<file path="src/rtl/noc_merge2_arb.sv">
// noc_merge2_arb: clocked 2-to-1 flit merge with round-robin arbitration and a
// small FIFO. Each queued entry carries the flit plus the index of the input
// that delivered it. Flit format is unchanged: [8:5] address, [4:0] payload.
//
// Ports:
//   clk, rst_n                 clock, asynchronous active-low reset
//   in0_valid/ready/data       input stream 0
//   in1_valid/ready/data       input stream 1
//   out_valid/ready/data       merged output stream (FIFO head)
//   out_src                    input index that delivered the head flit
//   stat0, stat1               (NOC_MERGE_STATS_EN only) saturating counts of
//                              flits accepted from in0 / in1
//
// Optional feature macro: NOC_MERGE_STATS_EN adds the stat0/stat1 counters.

module noc_merge2_arb #(
    parameter int unsigned W     = 9,
    parameter int unsigned DEPTH = 4,
    parameter int unsigned CNT_W = 16
) (
    input  logic             clk,
    input  logic             rst_n,
    input  logic             in0_valid,
    output logic             in0_ready,
    input  logic [W-1:0]     in0_data,
    input  logic             in1_valid,
    output logic             in1_ready,
    input  logic [W-1:0]     in1_data,
    output logic             out_valid,
    input  logic             out_ready,
    output logic [W-1:0]     out_data,
    output logic             out_src
`ifdef NOC_MERGE_STATS_EN
    ,
    output logic [CNT_W-1:0] stat0,
    output logic [CNT_W-1:0] stat1
`endif
);

    localparam int unsigned AW = $clog2(DEPTH);
    localparam int unsigned CW = AW + 1;

    // Elaboration-time parameter sanity checks.
    if (DEPTH < 2 || (DEPTH & (DEPTH - 1)) != 0) begin : g_bad_depth
        $error("DEPTH must be a power of 2 and >= 2");
    end
    if (CNT_W < 1) begin : g_bad_cnt_w
        $error("CNT_W must be >= 1");
    end

    // Entry layout: {src, flit}
    logic [W:0]    mem_q [DEPTH];
    logic [AW-1:0] wr_ptr_q;
    logic [AW-1:0] rd_ptr_q;
    logic [CW-1:0] count_q;
    logic [CW-1:0] count_d;
    logic          pri_q;

    logic          full;
    logic          empty;
    logic          gnt_valid;
    logic          gnt_idx;
    logic          push;
    logic          pop;
    logic [W-1:0]  push_data;

    assign full  = (count_q == CW'(DEPTH));
    assign empty = (count_q == '0);

    // Grant: contested cycles go to pri, otherwise to whichever input is valid.
    always_comb begin
        gnt_valid = in0_valid | in1_valid;
        gnt_idx   = 1'b0;
        if (in0_valid && in1_valid) begin
            gnt_idx = pri_q;
        end else if (in1_valid) begin
            gnt_idx = 1'b1;
        end
    end

    // Ready comes from registered count only, so a pop cannot free a slot for
    // a push in the same cycle.
    assign in0_ready = !full && gnt_valid && (gnt_idx == 1'b0);
    assign in1_ready = !full && gnt_valid && (gnt_idx == 1'b1);

    assign push      = gnt_valid && !full;
    assign push_data = gnt_idx ? in1_data : in0_data;
    assign pop       = !empty && out_ready;

    always_comb begin
        count_d = count_q;
        if (push && !pop) begin
            count_d = count_q + CW'(1);
        end else if (pop && !push) begin
            count_d = count_q - CW'(1);
        end
    end

    always_ff @(posedge clk or negedge rst_n) begin
        if (!rst_n) begin
            wr_ptr_q <= '0;
            rd_ptr_q <= '0;
            count_q  <= '0;
            pri_q    <= 1'b0;
            for (int i = 0; i < int'(DEPTH); i++) begin
                mem_q[i] <= '0;
            end
        end else begin
            count_q <= count_d;
            if (push) begin
                mem_q[wr_ptr_q] <= {gnt_idx, push_data};
                wr_ptr_q        <= wr_ptr_q + AW'(1);
                // The input just served loses the next contested cycle.
                pri_q           <= ~gnt_idx;
            end
            if (pop) begin
                rd_ptr_q <= rd_ptr_q + AW'(1);
            end
        end
    end

    // Head is forced to zero when empty so no stale entry is ever visible.
    always_comb begin
        out_valid = !empty;
        out_data  = '0;
        out_src   = 1'b0;
        if (!empty) begin
            out_data = mem_q[rd_ptr_q][W-1:0];
            out_src  = mem_q[rd_ptr_q][W];
        end
    end

`ifdef NOC_MERGE_STATS_EN
    logic [CNT_W-1:0] stat0_q;
    logic [CNT_W-1:0] stat1_q;

    always_ff @(posedge clk or negedge rst_n) begin
        if (!rst_n) begin
            stat0_q <= '0;
            stat1_q <= '0;
        end else if (push) begin
            if (!gnt_idx && (stat0_q != '1)) begin
                stat0_q <= stat0_q + CNT_W'(1);
            end
            if (gnt_idx && (stat1_q != '1)) begin
                stat1_q <= stat1_q + CNT_W'(1);
            end
        end
    end

    assign stat0 = stat0_q;
    assign stat1 = stat1_q;
`endif

endmodule

</file>
<file path="config.mk">
export PLATFORM = sky130hd
export DESIGN_NAME = noc_merge2_arb
export DESIGN_NICKNAME = d
export VERILOG_FILES = /design/src/rtl/noc_merge2_arb.sv
export SDC_FILE = /design/constraint.sdc
export NUM_CORES = 1
export LEC_CHECK = 0
export BUFFER_PORTS_ARGS = -buffer_cell sky130_fd_sc_hd__buf_2
export CORE_MARGIN = 1
export CORE_UTILIZATION = 59
export CTS_BUF_LIST = sky130_fd_sc_hd__clkbuf_4 sky130_fd_sc_hd__clkbuf_8
export DETAILED_ROUTE_END_ITERATION = 6
export PLACE_DENSITY_LB_ADDON = 0.25
export SYNTH_ARGS = -nofsm -noshare
export SYNTH_HDL_FRONTEND = slang
export SYNTH_SLANG_ARGS = --single-unit
</file>
<file path="constraint.sdc">
create_clock -name clk -period 3 [get_ports clk]
set_clock_uncertainty 0.05 [all_clocks]
set_input_delay 0.15 -clock clk [delete_from_list [all_inputs] [get_ports clk]]
set_output_delay 0.15 -clock clk [all_outputs]
set_load 0.05 [all_outputs]
</file>
==> flow_metrics.env <==
export IMPL_core_area_um2=4060
export IMPL_synth_top_area_share_pct=47.7
export IMPL_grt_pass1_wl_um=9720
export IMPL_muxShareOfSynthArea_pct=12.1
export IMPL_crit_type="reg2out"
export IMPL_worstPathCellList="nor2b_1, nor2_1, nor2_1, buf_2"
export IMPL_start_util_pct=62.1
export IMPL_gp_congestion=0.841
export IMPL_cp_start_kind="flop"
export IMPL_num_antenna_cells=0
export IMPL_clk_insertion_delay_late_ps=300
export IMPL_design_area_um2=2760
export IMPL_avgSynthCellArea_um2=11.3
export IMPL_cts_root_buf="clkbuf_8"
export IMPL_top_layer="met4"
export IMPL_layout_min_cycle_time_ps=2420
export IMPL_synth_seq_cells=48
export IMPL_grt_usage_pct=30.2
export IMPL_drc=0
export IMPL_die_x_um=67.3
export IMPL_cts_tree="yes"
export IMPL_synth_xor_area_share_pct=2.09
export IMPL_setup_viol=0
export IMPL_grt_max_degree=49
export IMPL_cts_htree_levels=2
export IMPL_synth_simple_area_share_pct=6.41
export IMPL_r2r_slack_ps=630
export IMPL_wl_per_cell_um=20.4
export IMPL_holdWs_ps=-11.3
export IMPL_max_slew_margin_rel_pct=29.0
export IMPL_grt_antenna_before_repair=0
export IMPL_cap_violations=0
export IMPL_die_h_um=67.3
export IMPL_hold_path_class="in2async"
export IMPL_path_buf_inv=1
export IMPL_cts_buffers=5
export IMPL_status="finished with violations"
export IMPL_synth_compound_area_share_pct=22.6
export IMPL_yosys_area_top_type="dfrtp_1"
export IMPL_cts_buffer_depth=2
export IMPL_cts_setup_buffers=0
export IMPL_crit_path_start="pri_q$_DFFE_PN0P_"
export IMPL_synth_top_family_by_area="compound AO/OA/AOI/OAI gates"
export IMPL_syn_inst=223
export IMPL_dpl_cell_area_um2=2650
export IMPL_synthToLayoutAreaGrowth_pct=9.49
export IMPL_drive_above_1_share_pct=26.9
export IMPL_row_count=23
export IMPL_met2WireLength_um=2850
export IMPL_cellLeakagePower_nw=1.12
export IMPL_wl_met1_um=2550
export IMPL_synthTopCellsByArea="dfrtp_1 48%, a31oi_1 16%, mux4_2 8.9%, o211ai_1 2.7%, and2_1 2.5%"
export IMPL_nNetsFinal=273
export IMPL_gr_total_overflow=0
export IMPL_worstMarginPinSlew_ps=1060
export IMPL_violations="hold timing"
export IMPL_cts_sinks=48
export IMPL_fin_tns_setup_ps=0
export IMPL_synth_fa_ha_area_share_pct=3.28
export IMPL_power_density_nw_per_um2=1390
export IMPL_synthDistinctLibCells=29
export IMPL_die_area_um2=4530
export IMPL_route_met3_wl_um=559
export IMPL_period_share_pct=80.6
export IMPL_worstReg2RegStart="count_q[1]$_DFFE_PN0P_"
export IMPL_yosysWarnings=0
export IMPL_dr_pass1_iters=5
export IMPL_finalHoldViolations=27
export IMPL_clkTransAtPathRegs_ps=90
export IMPL_crit_top_cell="nor2_1"
export IMPL_cpMaxStageDelayCell="nor2b_1"
export IMPL_viasPerCell=6.83
export IMPL_r2r_end="count_q[2]$_DFFE_PN0P_"
export IMPL_hpwlAfterDp_um=3690
export IMPL_rr_worst_depth=8
export IMPL_netlist_area_um2=2520
export IMPL_worstPathMaxFanout=11
export IMPL_path_delay_family="simple AND/OR/NAND/NOR gates"
export IMPL_ant_nets=0
export IMPL_cp_required_ps=2800
export IMPL_synth_fp_nets=252
export IMPL_grt_pass1_vias=1959
export IMPL_routed_wl_um=6030
export IMPL_final_core_util_pct=68.0
export IMPL_num_vias=2014
export IMPL_cts_resized=0
export IMPL_io_pins=36
export IMPL_worstSetupEndpointType="primary output"
export IMPL_ir_worst_vdd_v=0.000634
export IMPL_cts_hold_buffers_added=0
export IMPL_fmax_mhz=413
export IMPL_maxSlewViolCount=0
export IMPL_rsz0062_at_grt="no"
export IMPL_cp_arrival_ps=2220
export IMPL_ys_seq_area_share_pct=47.7
export IMPL_place_port_buffers=35
export IMPL_cpPeakStageDelay_ps=710
export IMPL_drt_iter0_markers=172
-- cells by family (layout without fill, tap and decap cells) --
family	after synthesis	count (layout)
AO/OA/AOI/OAI	93	93
buffers and inverters	29	51
multiplexers	16	16
XOR/XNOR	6	6
adder cells (fa/ha/maj)	6	6
AND/OR/NAND/NOR	25	25
flip-flops	48	48
-- routing by layer --
layer	GRT usage (%)	up-vias
met4	10.4	0
met1	41.5	984
met3	6.59	8
met5	0	-
li1	-	898
met2	47.4	124
-- registers in the layout (all words and copies together) (netlist names) --
| register | cells |
|---|---|
| rd_ptr_q | 2 |
| count_q | 3 |
| mem_q | 40 |
| wr_ptr_q | 2 |
| pri_q | 1 |
-- report_power, final --
part	leakage [nW]	internal, mW	switching [mW]	total (mW)
Combinational	0.523	0.815	1.28	2.10
Sequential	0.543	0.981	0.280	1.26
Clock	0.0586	0.257	0.219	0.476
-- cells in the final DEF (no fill, tap or decap), types with 2 or more instances in the layout --
master	instances
nand2_1	2
mux2_4	3
xnor2_1	4
and3_4	3
nor2_1	3
a21oi_1	11
mux2_2	3
mux4_2	10
dfrtp_1	48
and2_1	10
buf_4	2
a31oi_1	63
o211ai_1	9
ha_1	5
buf_2	35
clkbuf_8	5
inv_1	5
xor2_1	2
o21ai_0	9
-- how the worst max path moves through the flow --
| stage | slack (ps) | end | depth (start not counted) |
|---|---|---|---|
| after floorplan | 820 | count_q[1]$_DFFE_PN0P_ | 8 |
| final | 580 | in0_ready | 4 |
| after detailed placement | 620 | count_q[2]$_DFFE_PN0P_ | 8 |
| after CTS | 600 | count_q[2]$_DFFE_PN0P_ | 8 |
| after global routing | 440 | in0_ready | 4 |
| after global placement | 700 | count_q[2]$_DFFE_PN0P_ | 8 |
-- area by class of cell --
type / instances / area (um^2)
Fill cell: 325 / 1300
Sequential cell: 48 / 1200
Multi-Input combinational cell: 146 / 1170
Timing Repair Buffer: 37 / 190
Clock buffer: 6 / 76.3
Tap cell: 50 / 62.6
Clock inverter: 2 / 35.0
Inverter: 6 / 22.5
-- synthesized netlist by cell type, drive strengths merged --
| cell | count |
|---|---|
| a21oi | 11 |
| a31oi | 63 |
| and2 | 11 |
| and3 | 3 |
| buf | 11 |
| clkbuf | 12 |
| clkinv | 1 |
| dfrtp | 48 |
| fa | 1 |
| ha | 5 |
| inv | 5 |
| mux2 | 6 |
| mux4 | 10 |
| nand2 | 2 |
| nand3 | 1 |
| nor2 | 3 |
| nor2b | 1 |
| nor3 | 1 |
| o211ai | 9 |
| o21a | 1 |
| o21ai | 9 |
| or2 | 1 |
| or3 | 1 |
| or3b | 1 |
| xnor2 | 4 |
| xor2 | 2 |
-- through the flow --
step	setup WS, ps	total power [mW]	instances
finish	581	3.84	295
global route	441	4.08	295
CTS	598	3.84	295
detailed placement	622	3.36	287
global placement	697	3.33	287
floorplan	816	2.95	223
(Power assumes the default switching activity.)
